--- src/rtl/controlador_de_partida_if.sv ---
// Link between the game controller and the attack manager: target selection,
// map/matrix lookups and the enable/attack-strobe pair.
interface controlador_de_partida_if;
  logic [2:0] coordColuna;
  logic [2:0] coordLinha;
  logic       alvo_na_coord;
  logic       ja_revelado;
  logic [5:0] total_alvos;
  logic       tem_vida;
  logic       enable;
  logic       confirmar;

  modport master (
    input  coordColuna, coordLinha, alvo_na_coord, ja_revelado, total_alvos, tem_vida,
    output enable, confirmar
  );

  modport slave (
    output coordColuna, coordLinha, alvo_na_coord, ja_revelado, total_alvos, tem_vida,
    input  enable, confirmar
  );
endinterface

--- src/rtl/controlador_de_partida.sv ---
// Battleship game controller: debounces the two pushbuttons and sequences
// start, attack, evaluation and end-of-game states.
module controlador_de_partida #(
  parameter int DEBOUNCE = 3
) (
  input  logic                           clock,
  input  logic                           reset,
  input  logic                           btn_iniciar,
  input  logic                           btn_confirmar,
  controlador_de_partida_if.master       bus,
  output logic [2:0]                     estado,
  output logic [5:0]                     acertos,
  output logic                           vitoria,
  output logic                           derrota,
  output logic                           coord_invalida
);

  typedef enum logic [2:0] {
    OCIOSO  = 3'd0,
    JOGANDO = 3'd1,
    ATAQUE  = 3'd2,
    AVALIA  = 3'd3,
    VITORIA = 3'd4,
    DERROTA = 3'd5
  } estado_t;

  localparam logic [7:0] LIMITE = 8'(DEBOUNCE - 1);

  function automatic logic [5:0] soma_saturada(input logic [5:0] valor, input logic inc);
    if (inc && (valor < 6'd35)) return valor + 6'd1;
    else                        return valor;
  endfunction

  logic [1:0] btn_s;
  logic [1:0] evt_s;
  logic [7:0] cnt_r   [2];
  logic [1:0] trava_r;

  estado_t    estado_r;
  logic       enable_r;
  logic       confirmar_r;
  logic [5:0] acertos_r;
  logic       vitoria_r;
  logic       derrota_r;
  logic       coord_invalida_r;
  logic       hit_pend_r;
  logic [5:0] total_r;
  logic       coord_ok_s;

  assign btn_s      = {btn_confirmar, btn_iniciar};
  assign coord_ok_s = (bus.coordColuna <= 3'd4) && (bus.coordLinha <= 3'd6);

  // The lock comes out of reset set so a button held through reset must be released first.
  for (genvar g = 0; g < 2; g++) begin : g_debounce
    // Per-button stable-high counter and one-event-per-press lock.
    always_ff @(posedge clock) begin
      if (reset) begin
        cnt_r[g]   <= 8'd0;
        trava_r[g] <= 1'b1;
      end else if (!btn_s[g]) begin
        cnt_r[g]   <= 8'd0;
        trava_r[g] <= 1'b0;
      end else if (trava_r[g]) begin
        cnt_r[g]   <= 8'd0;
      end else if (cnt_r[g] == LIMITE) begin
        cnt_r[g]   <= 8'd0;
        trava_r[g] <= 1'b1;
      end else begin
        cnt_r[g]   <= cnt_r[g] + 8'd1;
      end
    end

    assign evt_s[g] = btn_s[g] & ~trava_r[g] & (cnt_r[g] == LIMITE);
  end

  // Game FSM; every output is set on the edge that enters the state it belongs to.
  always_ff @(posedge clock) begin
    if (reset) begin
      estado_r         <= OCIOSO;
      enable_r         <= 1'b0;
      confirmar_r      <= 1'b0;
      acertos_r        <= 6'd0;
      vitoria_r        <= 1'b0;
      derrota_r        <= 1'b0;
      coord_invalida_r <= 1'b0;
      hit_pend_r       <= 1'b0;
      total_r          <= 6'd0;
    end else begin
      confirmar_r      <= 1'b0;
      coord_invalida_r <= 1'b0;
      case (estado_r)
        OCIOSO: begin
          if (evt_s[0] && (bus.total_alvos != 6'd0)) begin
            estado_r  <= JOGANDO;
            enable_r  <= 1'b1;
            acertos_r <= 6'd0;
            total_r   <= bus.total_alvos;
          end
        end
        JOGANDO: begin
          if (evt_s[0]) begin
            estado_r <= OCIOSO;
            enable_r <= 1'b0;
          end else if (evt_s[1] && coord_ok_s) begin
            estado_r    <= ATAQUE;
            confirmar_r <= 1'b1;
            hit_pend_r  <= bus.alvo_na_coord & ~bus.ja_revelado;
          end else if (evt_s[1]) begin
            coord_invalida_r <= 1'b1;
          end
        end
        ATAQUE: begin
          acertos_r <= soma_saturada(acertos_r, hit_pend_r);
          estado_r  <= AVALIA;
        end
        AVALIA: begin
          if (acertos_r == total_r) begin
            estado_r  <= VITORIA;
            vitoria_r <= 1'b1;
          end else if (!bus.tem_vida) begin
            estado_r  <= DERROTA;
            derrota_r <= 1'b1;
          end else begin
            estado_r  <= JOGANDO;
          end
        end
        VITORIA, DERROTA: begin
          if (evt_s[0]) begin
            estado_r  <= OCIOSO;
            enable_r  <= 1'b0;
            vitoria_r <= 1'b0;
            derrota_r <= 1'b0;
          end
        end
        default: begin
          estado_r  <= OCIOSO;
          enable_r  <= 1'b0;
          vitoria_r <= 1'b0;
          derrota_r <= 1'b0;
        end
      endcase
    end
  end

  assign bus.enable     = enable_r;
  assign bus.confirmar  = confirmar_r;
  assign estado         = estado_r;
  assign acertos        = acertos_r;
  assign vitoria        = vitoria_r;
  assign derrota        = derrota_r;
  assign coord_invalida = coord_invalida_r;

endmodule

--- src/flat_wrapper.sv ---
// flat-port wrapper written by rule: the top's interface ports become plain ports
module controlador_de_partida_flat 
#(
  parameter int DEBOUNCE = 3
)
  (clock, reset, btn_iniciar, btn_confirmar, estado, acertos, vitoria, derrota, coord_invalida, bus_coordColuna, bus_coordLinha, bus_alvo_na_coord, bus_ja_revelado, bus_total_alvos, bus_tem_vida, bus_enable, bus_confirmar);
  controlador_de_partida_if bus_i ();
  input  logic clock;
  input  logic reset;
  input  logic btn_iniciar;
  input  logic btn_confirmar;
  output logic [2:0] estado;
  output logic [5:0] acertos;
  output logic vitoria;
  output logic derrota;
  output logic coord_invalida;
  input wire logic [$bits(bus_i.coordColuna)-1:0] bus_coordColuna;
  input wire logic [$bits(bus_i.coordLinha)-1:0] bus_coordLinha;
  input wire logic [$bits(bus_i.alvo_na_coord)-1:0] bus_alvo_na_coord;
  input wire logic [$bits(bus_i.ja_revelado)-1:0] bus_ja_revelado;
  input wire logic [$bits(bus_i.total_alvos)-1:0] bus_total_alvos;
  input wire logic [$bits(bus_i.tem_vida)-1:0] bus_tem_vida;
  output wire logic [$bits(bus_i.enable)-1:0] bus_enable;
  output wire logic [$bits(bus_i.confirmar)-1:0] bus_confirmar;
  assign bus_i.coordColuna = bus_coordColuna;
  assign bus_i.coordLinha = bus_coordLinha;
  assign bus_i.alvo_na_coord = bus_alvo_na_coord;
  assign bus_i.ja_revelado = bus_ja_revelado;
  assign bus_i.total_alvos = bus_total_alvos;
  assign bus_i.tem_vida = bus_tem_vida;
  assign bus_enable = bus_i.enable;
  assign bus_confirmar = bus_i.confirmar;
  controlador_de_partida #(.DEBOUNCE(DEBOUNCE)) u_core (.clock(clock), .reset(reset), .btn_iniciar(btn_iniciar), .btn_confirmar(btn_confirmar), .bus(bus_i), .estado(estado), .acertos(acertos), .vitoria(vitoria), .derrota(derrota), .coord_invalida(coord_invalida));
endmodule
--- config.mk ---
export PLATFORM = sky130hd
export DESIGN_NAME = controlador_de_partida_flat
export DESIGN_NICKNAME = d
export VERILOG_FILES = /design/src/rtl/controlador_de_partida_if.sv /design/src/rtl/controlador_de_partida.sv /design/src/flat_wrapper.sv
export SDC_FILE = /design/constraint.sdc
export NUM_CORES = 1
export LEC_CHECK = 0
export ABC_AREA = 1
export ABC_CLOCK_PERIOD_IN_PS = 2100
export CAP_MARGIN = 10
export CORE_MARGIN = 2
export CORE_UTILIZATION = 40
export DETAILED_ROUTE_END_ITERATION = 16
export PLACE_DENSITY = 0.63
export RECOVER_POWER = 100
export SYNTH_ARGS = -nofsm -noshare
export SYNTH_HDL_FRONTEND = slang
export SYNTH_SLANG_ARGS = --single-unit
--- constraint.sdc ---
create_clock -name clock -period 2.1 [get_ports clock]
set_clock_uncertainty 0.15 [all_clocks]
set_input_delay 0.315 -clock clock [delete_from_list [all_inputs] [get_ports clock]]
set_output_delay 0.315 -clock clock [all_outputs]
set_load 0.05 [all_outputs]
# Yosys cells after proc, flatten, opt, wreduce, memory -nomap -nowiden
# Memory sizes are Yosys's and may differ from the RTL's.
# Index checks and enable logic that the tools add are counted.
# W data, S select, Z words.
[op_classes] addsub=3 n_lt_le_gt_ge=3 n_eq_ne=16 n_mux=68 bitwise=20 reduce_logical=20
[op_table] op="$mux W8" count=8
[op_table] op="$mux W1" count=47
[op_table] op="$mux W3" count=6
[op_table] op="$add A8 B1 Y8 const B" count=2
[op_table] op="$eq A8 B2 Y1 const B" count=2
[op_table] op="$pmux W3 S5" count=1
[op_table] op="$reduce_and A3 Y1" count=5
[op_table] op="$mux W6" count=2
[op_table] op="$pmux W6 S2" count=1
[op_table] op="$ne A2 B1 Y1 const B" count=5
[op_table] op="$pmux W1 S3" count=3
[op_table] op="$reduce_or A3 Y1" count=3
[op_table] op="$or A1 B1 Y1" count=8
[op_table] op="$not A1 Y1" count=7
[op_table] op="$add A6 B1 Y6 const B" count=1
[op_table] op="$eq A3 B2 Y1 const B" count=2
[op_table] op="$eq A3 B3 Y1 const B" count=2
[op_table] op="$eq A6 B6 Y1" count=1
[op_table] op="$le A3 B3 Y1 const B" count=2
[op_table] op="$lt A6 B6 Y1 const B" count=1
[op_table] op="$reduce_bool A6 Y1" count=1
[op_table] op="$and A1 B1 Y1" count=5
[op_table] op="$logic_and A1 B1 Y1" count=4
[op_table] op="$ne A2 B2 Y1 const B" count=2
[op_table] op="other kinds (8)" count=9
[word_totals] regBits=23 ramBits=16 inputBits=19 output_inout_bits=14 wordCells=142 n_memories=1
[mem_list] name="u_core.cnt_r" words=2 word_bits=8 read_ports=2 rd_ports_with_merged_regs=0 write_ports=2 line="controlador_de_partida.sv:36" rtl="logic [7:0] cnt_r [2];"

# Depth between registers and ports, before layout
# Gate-level depths: netlist of run 1.
[depth] depth_word=8 ltp_mapped=12 ltp_nobuf=12

# Worst setup path before layout of run 1
# No wires, ideal clock.
[synth_timing] kind="register -> register" from="register u_core.acertos_r[0], in the netlist u_core.acertos[0]" to="register u_core.acertos_r[2], in the netlist u_core.acertos[2]" arrival_time_ns=1.569 slack_ns=0.264 stages_incl_launch_ff=9 n_path_buf=0 period_less_slack_ns=1.836 cell_sequence="dfxtp_1 ha_1 inv_1 nand4_1 nand2_1 nand3_1 nand2_4 a21oi_1 nor2_1"
[synth_via] elab_chain_len=4
[synth_rtl] item="from (decl)" line="controlador_de_partida.sv:42" rtl="logic [5:0] acertos_r;"
[synth_rtl] item="from (signal assigned)" line="controlador_de_partida.sv:113" rtl="acertos_r <= soma_saturada(acertos_r, hit_pend_r);"
[synth_rtl] item="$lt A6 B6 Y1" line="controlador_de_partida.sv:30" rtl="if (inc && (valor < 6'd35)) return valor + 6'd1;"
[synth_rtl] item="$logic_and A1 B1 Y1" line="controlador_de_partida.sv:30"
[synth_rtl] item="$ne A2 B1 Y1 (no source line)"
[synth_rtl] item="$reduce_and A3 Y1 (no source line)"
# Parallel ways exist; a longest one is shown, timed or not. The select of a mux whose other input is x is not followed.
# A chain may end at the register's enable or synchronous reset.

# Final worst setup path of run 1
[layout_timing] from="register u_core.acertos_r[2], in the netlist u_core.acertos[2]" to="output acertos[2]"
[layout_lines] item="to (decl)" line="flat_wrapper.sv:13" rtl="output logic [5:0] acertos;"
# No word-level cell between the ends.

==> metrics.txt, run 1 <==
# TYPE chip_impl_metric gauge
chip_impl_info{name="outcome",value="finished, final reports clean"} 1
chip_impl_metric{name="drt-pass1-iter-count",unit=""} 4
chip_impl_info{name="rsz_0062_raised_after_global_routing",value="no"} 1
chip_impl_metric{name="drcViolationCount",unit=""} 0
chip_impl_metric{name="fill_cells",unit=""} 528
chip_impl_metric{name="critPathBufInv",unit=""} 1
chip_impl_metric{name="post_synth.cell_area_avg",unit="um2"} 7.90
chip_impl_metric{name="grt_max_degree",unit=""} 19
chip_impl_metric{name="core_footprint",unit="um2"} 5070
chip_impl_info{name="synth_top_family_by_area",value="simple AND/OR/NAND/NOR gates"} 1
chip_impl_metric{name="power",unit="mW"} 1.52
chip_impl_info{name="worst_path_max_delay_cell",value="sky130_fd_sc_hd__clkdlybuf4s50_1"} 1
chip_impl_metric{name="die_area",unit="um2"} 5790
chip_impl_metric{name="floorplan.die.height",unit="um"} 76.1
chip_impl_metric{name="power.ir.vdd_worst",unit="uV"} 379
chip_impl_metric{name="synth_xor_xnor_area_share",unit=""} 0.0506
chip_impl_info{name="min-delay-start",value="u_core.total_r[4]"} 1
chip_impl_metric{name="grt_pass1_wl",unit="um"} 7070
chip_impl_metric{name="clock-sinks",unit=""} 39
chip_impl_metric{name="timing.final.max_slew_violations",unit=""} 0
chip_impl_metric{name="drive_above_1_share",unit=""} 0.0723
chip_impl_metric{name="port_buffers",unit=""} 32
chip_impl_metric{name="cts_htree_levels",unit=""} 2
chip_impl_metric{name="fin_crit",unit="ns"} 2.04
chip_impl_metric{name="tritoncts.num_buffers",unit=""} 5
chip_impl_metric{name="switching_power",unit="uW"} 401
chip_impl_metric{name="routed_via_density",unit=""} 4.45
chip_impl_metric{name="drt_iter0_drcs",unit=""} 78
chip_impl_metric{name="die_span_in_x",unit="um"} 76.1
chip_impl_metric{name="power_frac_comb",unit=""} 0.120
chip_impl_metric{name="flop_and_latch_count_out_of_synthesis",unit=""} 39
chip_impl_metric{name="wirelength",unit="um"} 4030
chip_impl_info{name="min-delay-path-class",value="reg2reg"} 1
chip_impl_metric{name="post-place-ws",unit="ns"} 0.108
chip_impl_metric{name="yosys.area_share.adder",unit=""} 0.0301
chip_impl_info{name="crit-reg2reg-launch",value="u_core.cnt_r[0][0]"} 1
chip_impl_metric{name="clk_transition_reported_paths",unit="ns"} 0.08
chip_impl_metric{name="min_period_over_period",unit=""} 0.974
chip_impl_metric{name="placedCellCount",unit=""} 380
chip_impl_metric{name="post_synth_instance_area",unit="um2"} 2080
chip_impl_metric{name="finalSetupTns",unit="ns"} 0
chip_impl_metric{name="grt_pass1_vias",unit=""} 1610
chip_impl_info{name="worstPathCellList",value="clkdlybuf4s50_1"} 1
chip_impl_info{name="source_of_the_critical_timing_path",value="u_core.acertos[2]"} 1
chip_impl_metric{name="path_depth",unit=""} 1
chip_impl_metric{name="reg2regPathDepth",unit=""} 8
chip_impl_metric{name="clock_power_share",unit=""} 0.335
chip_impl_metric{name="synthToLayoutAreaGrowth",unit="%"} 24.1
chip_impl_metric{name="grt_overflow_total",unit=""} 0
chip_impl_metric{name="maxCapViolations",unit=""} 0
chip_impl_metric{name="avgRoutedWirePerCell",unit="um"} 10.4
chip_impl_metric{name="final-instance-count-excl-fill",unit=""} 388
chip_impl_metric{name="hpwl",unit="um"} 3020
chip_impl_metric{name="finalNetCount",unit=""} 341
chip_impl_metric{name="timing.critical_path.fanout_max",unit=""} 6
chip_impl_metric{name="power.share.sequential",unit=""} 0.545
chip_impl_metric{name="synth_compound_area_frac",unit=""} 0.0729
chip_impl_metric{name="p_per_area",unit="nW/um2"} 590
chip_impl_metric{name="maxSlewHeadroom",unit=""} 0.601
chip_impl_info{name="timing.critical_path.to_type",value="primary output"} 1
chip_impl_metric{name="seq_area_frac_synth",unit=""} 0.453
chip_impl_metric{name="drt.antenna.violating_nets",unit=""} 0
chip_impl_info{name="clockRootBuffer",value="sky130_fd_sc_hd__clkbuf_8"} 1
chip_impl_metric{name="intPower",unit="mW"} 1.12
chip_impl_metric{name="synthesis.yosys.warnings",unit=""} 0
chip_impl_metric{name="worst_slack",unit="ns"} 0.0550
chip_impl_metric{name="mapped_cells",unit=""} 263
chip_impl_metric{name="ios",unit=""} 33
chip_impl_info{name="path_delay_family",value="buffers and inverters"} 1
chip_impl_metric{name="endpoint_arrival_time_on_the_critical_path",unit="ns"} 1.58
chip_impl_info{name="worstSetupEndpoint",value="acertos[2]"} 1
chip_impl_info{name="cp-start-kind",value="flop"} 1
chip_impl_metric{name="std_cell_rows",unit=""} 26
chip_impl_metric{name="timing.critical_path.slowest_cell_delay",unit="ns"} 0.84
chip_impl_metric{name="start_util",unit=""} 0.409
chip_impl_metric{name="worst_pin_slew",unit="ns"} 0.601
chip_impl_metric{name="routed-via-count",unit=""} 1726
chip_impl_metric{name="required",unit="ns"} 1.63
chip_impl_metric{name="setup_viols_final",unit=""} 0
chip_impl_metric{name="grt_antenna_before_repair",unit=""} 0
chip_impl_info{name="critical_path_class",value="reg2out"} 1
chip_impl_metric{name="synthSimpleGateAreaFrac",unit=""} 0.323
chip_impl_metric{name="antenna_cells",unit=""} 0
chip_impl_metric{name="hold_viol_final",unit=""} 0
chip_impl_info{name="r2r-end",value="u_core.cnt_r[0][3]"} 1
chip_impl_metric{name="globalRouteTotalUtil",unit=""} 0.152
chip_impl_metric{name="worst_hold_margin",unit="ns"} 0.310
chip_impl_metric{name="maxClockFrequency",unit="MHz"} 489
chip_impl_metric{name="place.gp.congestion",unit=""} 0.813
chip_impl_metric{name="cts_post_setup_buffers_inserted",unit=""} 0
chip_impl_metric{name="power_switching_share",unit=""} 0.264
chip_impl_metric{name="ctsLongestPathBuffers",unit=""} 2
chip_impl_metric{name="clock_latency",unit="ns"} 0.30
chip_impl_metric{name="mux_share_of_post_synthesis_cell_area",unit=""} 0
chip_impl_metric{name="minimum_setup_slack_among_reg_to_reg_paths",unit="ns"} 0.19
chip_impl_metric{name="synth_cell_types",unit=""} 30
chip_impl_info{name="tritoncts",value="built"} 1
chip_impl_metric{name="post_cts_hold_buffer_count",unit=""} 0
chip_impl_metric{name="p_leak",unit="nW"} 1.10
-- sequential cells by signal (all words and copies together), names as in the netlist --
name,count
u_core.cnt_r,16
u_core.vitoria,1
u_core.trava_r,2
u_core.coord_invalida,1
u_core.bus.enable,1
u_core.estado,3
u_core.derrota,1
u_core.total_r,6
u_core.bus.confirmar,1
u_core.hit_pend_r,1
u_core.acertos,6
-- logic make-up (layout without fill, tap and decap cells) --
group	count (synthesis)	count (layout)
and+or+nand+nor	142	142
DFF	39	39
buffers and inverters	35	75
AOI/OAI and AO/OA	29	29
xor gates and xnor gates	12	12
adders and majority gates	5	5
other	1	16
-- final cells by class --
type	instances	area, um2	area share
multi-input combinational	204	1020	0.395
clock inverter	2	11.3	0.00437
tap	70	87.6	0.0340
timing repair buffer	34	323	0.125
sequential	39	941	0.365
inverter	33	125	0.0485
clock buffer	6	72.6	0.0282
-- worst min-delay path by stage --
| stage | slack [ns] | depth (start not counted) | to |
|---|---|---|---|
| 2_1_floorplan | 0.23 | 1 | u_core.bus.enable |
| 3_3_place_gp | 0.30 | 2 | u_core.total_r[4] |
| 3_5_place_dp | 0.30 | 2 | u_core.total_r[5] |
| 4_1_cts | 0.31 | 2 | u_core.total_r[5] |
| 5_1_grt | 0.35 | 2 | u_core.total_r[1] |
| 6_report | 0.31 | 2 | u_core.total_r[4] |
-- power by group through the flow --
stage               clock network (mW)  registers [mW]  logic (mW)
finish                           0.509           0.829       0.183
global route                     0.551           0.833       0.209
CTS                              0.524           0.829       0.190
detailed placement                   0           0.846       0.189
global placement                     0           0.845       0.189
floorplan                            0           0.857       0.108
-- cell usage after synthesis --
cell type | number | area share
sky130_fd_sc_hd__or2_1 | 1 | 0.0030
sky130_fd_sc_hd__nor3_1 | 4 | 0.0096
sky130_fd_sc_hd__inv_2 | 3 | 0.0054
sky130_fd_sc_hd__nor2_4 | 2 | 0.011
sky130_fd_sc_hd__buf_2 | 1 | 0.0024
sky130_fd_sc_hd__nor2_2 | 3 | 0.0090
sky130_fd_sc_hd__nand2_1 | 48 | 0.087
sky130_fd_sc_hd__nand2_4 | 2 | 0.011
sky130_fd_sc_hd__nand2_2 | 4 | 0.012
sky130_fd_sc_hd__o21ai_1 | 1 | 0.0024
sky130_fd_sc_hd__a21oi_1 | 18 | 0.043
sky130_fd_sc_hd__inv_1 | 29 | 0.052
sky130_fd_sc_hd__or2_4 | 1 | 0.0042
sky130_fd_sc_hd__nand3_2 | 2 | 0.0096
sky130_fd_sc_hd__nand4_1 | 3 | 0.0090
sky130_fd_sc_hd__edfxtp_1 | 16 | 0.23
sky130_fd_sc_hd__nand4_4 | 1 | 0.010
sky130_fd_sc_hd__dfxtp_1 | 23 | 0.22
sky130_fd_sc_hd__nor3b_2 | 2 | 0.012
sky130_fd_sc_hd__nor2_1 | 50 | 0.090
sky130_fd_sc_hd__xnor2_1 | 3 | 0.013
sky130_fd_sc_hd__nand3_1 | 19 | 0.046
sky130_fd_sc_hd__clkinv_2 | 1 | 0.0024
sky130_fd_sc_hd__buf_6 | 1 | 0.0054
sky130_fd_sc_hd__xor2_1 | 9 | 0.038
sky130_fd_sc_hd__o21ai_2 | 1 | 0.0042
sky130_fd_sc_hd__o21ai_0 | 8 | 0.019
sky130_fd_sc_hd__o211ai_1 | 1 | 0.0036
sky130_fd_sc_hd__ha_1 | 5 | 0.030
sky130_fd_sc_hd__conb_1 | 1 | 0.0018
-- through the flow --
stage	cell area, um2	utilization
finish	2580	0.508
global route	2580	0.508
CTS	2620	0.517
detailed placement	2540	0.500
global placement	2540	0.500
floorplan	2130	-
-- cells in the final DEF, fill, tap and decap left out, drive strengths merged --
master and count:
ha 5, nand4 4, clkinv 2, edfxtp 16, dlygate4sd3 6, nor3b 2, xor2 9, clkdlybuf4s50 24
xnor2 3, nand3 21, or2 2, dfxtp 23, a21oi 18, buf 2, clkbuf 8, nor3 4
o211ai 1, nand2 54, nor2 55, inv 33, conb 16, o21ai 10
-- repair_timing --
item	4_1_cts	5_1_grt
endpoints found under the hold margin	0	0
resized for setup	0	1
setup endpoints to repair	0	1
-- per-layer routing --
metal	GRT usage	vias to the layer above	routed length [um]
li1	-	937	-
met1	0.200	754	2010
met2	0.242	29	1780
met3	0.0379	6	163
met4	0.0600	0	68
met5	0	-	0
(Power assumes the default switching activity.)
==> run 2, diff against run 1 <==
==> constraint.sdc (replaced) <==
create_clock -name clock -period 2.1 [get_ports clock]
set_clock_uncertainty 0.15 [all_clocks]
set_input_delay 0.42 -clock clock [delete_from_list [all_inputs] [get_ports clock]]
set_output_delay 0.42 -clock clock [all_outputs]
set_load 0.05 [all_outputs]
==> run 2 against run 1 <==
Effect of this change:
- clock power fell by 1%
- design area fell by 1.0%
- critical endpoint is now coord_invalida
- critical path depth did not move
- largest cell class unchanged
- sequential power barely moved
- total power fell by 0.55%
- non-clock buffer count rose by 2
- flip-flop and latch count did not move
- final cell count rose by 0.52%
- register-to-register slack improved by 0.03 ns
- sequential share of layout area rose by 0.38 points
- via count rose by 0.87%
==> metrics.txt, run 2 (same netlist as run 1, synthesis figures left out) <==
# TYPE chip_impl_metric gauge
chip_impl_info{name="outcome",value="finished, final reports clean"} 1
chip_impl_info{name="rsz_0062_raised_after_global_routing",value="no"} 1
chip_impl_metric{name="final-instance-count-excl-fill",unit=""} 390
chip_impl_metric{name="post_cts_resize_count",unit=""} 0
chip_impl_metric{name="grt_overflow_total",unit=""} 0
chip_impl_metric{name="required",unit="ns"} 1.53
chip_impl_metric{name="grt_pass1_wl",unit="um"} 6950
chip_impl_metric{name="clock-sinks",unit=""} 39
chip_impl_metric{name="start_util",unit=""} 0.409
chip_impl_metric{name="finalSetupTns",unit="ns"} 0
chip_impl_metric{name="core_footprint",unit="um2"} 5070
chip_impl_metric{name="endpoint_arrival_time_on_the_critical_path",unit="ns"} 1.43
chip_impl_metric{name="timing.final.max_slew_violations",unit=""} 0
chip_impl_metric{name="cts_post_setup_buffers_inserted",unit=""} 0
chip_impl_metric{name="worst_slack",unit="ns"} 0.105
chip_impl_metric{name="intPower",unit="mW"} 1.12
chip_impl_metric{name="maxSlewHeadroom",unit=""} 0.599
chip_impl_metric{name="footprint_of_the_multi_input_gates",unit="um2"} 1020
chip_impl_metric{name="hold_viol_final",unit=""} 0
chip_impl_metric{name="grt_max_degree",unit=""} 16
chip_impl_metric{name="drive_above_1_share",unit=""} 0.0781
chip_impl_metric{name="port_buffers",unit=""} 32
chip_impl_metric{name="min_period_over_period",unit=""} 0.950
chip_impl_metric{name="timing.critical_path.fanout_max",unit=""} 1
chip_impl_metric{name="post_cts_hold_buffer_count",unit=""} 0
chip_impl_metric{name="clk_transition_reported_paths",unit="ns"} 0.08
chip_impl_info{name="tritoncts",value="built"} 1
chip_impl_metric{name="grt_antenna_before_repair",unit=""} 0
chip_impl_metric{name="setup_viols_final",unit=""} 0
chip_impl_metric{name="std_cell_rows",unit=""} 26
chip_impl_metric{name="ios",unit=""} 33
chip_impl_info{name="mostFrequentLayoutCell",value="sky130_fd_sc_hd__nor2_1"} 1
chip_impl_metric{name="maxCapViolations",unit=""} 0
chip_impl_metric{name="p_leak",unit="nW"} 1.07
chip_impl_metric{name="drt-pass1-iter-count",unit=""} 4
chip_impl_metric{name="routed_via_density",unit=""} 4.46
chip_impl_metric{name="ctsLongestPathBuffers",unit=""} 2
chip_impl_metric{name="grt_pass1_vias",unit=""} 1629
chip_impl_metric{name="synthToLayoutAreaGrowth",unit="%"} 22.8
chip_impl_info{name="critical_path_class",value="reg2out"} 1
chip_impl_info{name="path_delay_family",value="buffers and inverters"} 1
chip_impl_metric{name="post-place-ws",unit="ns"} 0.0312
chip_impl_metric{name="p_per_area",unit="nW/um2"} 593
chip_impl_metric{name="clock_power_share",unit=""} 0.332
chip_impl_metric{name="power_switching_share",unit=""} 0.261
chip_impl_metric{name="cts_htree_levels",unit=""} 2
chip_impl_metric{name="drt.antenna.violating_nets",unit=""} 0
chip_impl_metric{name="place.gp.congestion",unit=""} 0.813
chip_impl_metric{name="largest_register_ff_count",unit=""} 16
chip_impl_info{name="registers.top_by_ff_count",value="u_core.cnt_r"} 1
chip_impl_metric{name="wirelength",unit="um"} 3920
chip_impl_info{name="worstPathCellList",value="clkdlybuf4s50_1"} 1
chip_impl_metric{name="timing.critical_path.slowest_cell_delay",unit="ns"} 0.80
chip_impl_metric{name="placedCellCount",unit=""} 382
chip_impl_metric{name="hpwl",unit="um"} 3040
chip_impl_metric{name="avgRoutedWirePerCell",unit="um"} 10.1
chip_impl_info{name="timing.critical_path.to_type",value="primary output"} 1
chip_impl_info{name="min-delay-path-class",value="reg2reg"} 1
chip_impl_metric{name="drt_iter0_drcs",unit=""} 85
chip_impl_metric{name="globalRouteTotalUtil",unit=""} 0.147
chip_impl_metric{name="power_frac_comb",unit=""} 0.120
chip_impl_metric{name="fin_crit",unit="ns"} 2.00
chip_impl_metric{name="tritoncts.num_buffers",unit=""} 5
chip_impl_info{name="worst_path_max_delay_cell",value="sky130_fd_sc_hd__clkdlybuf4s50_1"} 1
chip_impl_info{name="clockRootBuffer",value="sky130_fd_sc_hd__clkbuf_8"} 1
chip_impl_info{name="highest_count_cells_in_the_layout_ignoring_fill_and_taps",value="52 x sky130_fd_sc_hd__nor2_1, 50 x sky130_fd_sc_hd__nand2_1, 29 x sky130_fd_sc_hd__inv_1"} 1
chip_impl_info{name="cp-start-kind",value="flop"} 1
chip_impl_metric{name="die_area",unit="um2"} 5790
chip_impl_metric{name="power.ir.vdd_worst",unit="uV"} 373
chip_impl_metric{name="worst_pin_slew",unit="ns"} 0.604
chip_impl_metric{name="finalNetCount",unit=""} 343
chip_impl_metric{name="clock_latency",unit="ns"} 0.29
chip_impl_metric{name="drcViolationCount",unit=""} 0
chip_impl_metric{name="routed-via-count",unit=""} 1741
chip_impl_metric{name="critPathBufInv",unit=""} 1
chip_impl_metric{name="power",unit="mW"} 1.51
chip_impl_metric{name="maxClockFrequency",unit="MHz"} 501
chip_impl_metric{name="switching_power",unit="uW"} 395
chip_impl_metric{name="antenna_cells",unit=""} 0
chip_impl_metric{name="power.share.sequential",unit=""} 0.548
chip_impl_metric{name="area_taken_by_flip_flops_and_latches",unit="um2"} 941
chip_impl_metric{name="fill_cells",unit=""} 507
chip_impl_metric{name="floorplan.die.height",unit="um"} 76.1
chip_impl_metric{name="die_span_in_x",unit="um"} 76.1
chip_impl_metric{name="postLayoutCoreUtil",unit=""} 0.503
run 2: final timing paths:
check                  endpoint  cells past startpoint  slack, ns                   from
min           u_core.total_r[4]                      2       0.31      u_core.total_r[4]
min reg2reg   u_core.total_r[4]                      2       0.31      u_core.total_r[4]
max reg2reg  u_core.cnt_r[0][7]                      8       0.22     u_core.cnt_r[0][0]
max              coord_invalida                      1       0.10  u_core.coord_invalida
run 2: metal layers:
metal  wire length (um)  track usage  vias up
li1                   -            -      940
met1               1990        0.191      776
met2               1760        0.238       20
met3                115       0.0379        5
met4                 54       0.0545        0
met5                  0            0        -
run 2: power groups by stage:
stage	Sequential, mW	Clock (mW)	Combinational [mW]
detailed placement	0.845	0	0.190
floorplan	0.857	0	0.108
global placement	0.845	0	0.190
global route	0.832	0.552	0.210
CTS	0.828	0.533	0.191
finish	0.828	0.502	0.182
run 2: area by class of cell:
class,instances,share of cell area
clock inverters,2,0.00441
clock buffers,6,0.0284
flip-flops and latches,39,0.369
multi-input cells,204,0.401
repair buffers,36,0.114
well taps,70,0.0343
inverters,33,0.0490
run 2: stage by stage:
stage | area [um2] | hold WS (ns)
floorplan | 2130 | 0.283
global placement | 2530 | 0.296
detailed placement | 2530 | 0.296
CTS | 2620 | 0.309
global route | 2550 | 0.340
finish | 2550 | 0.307
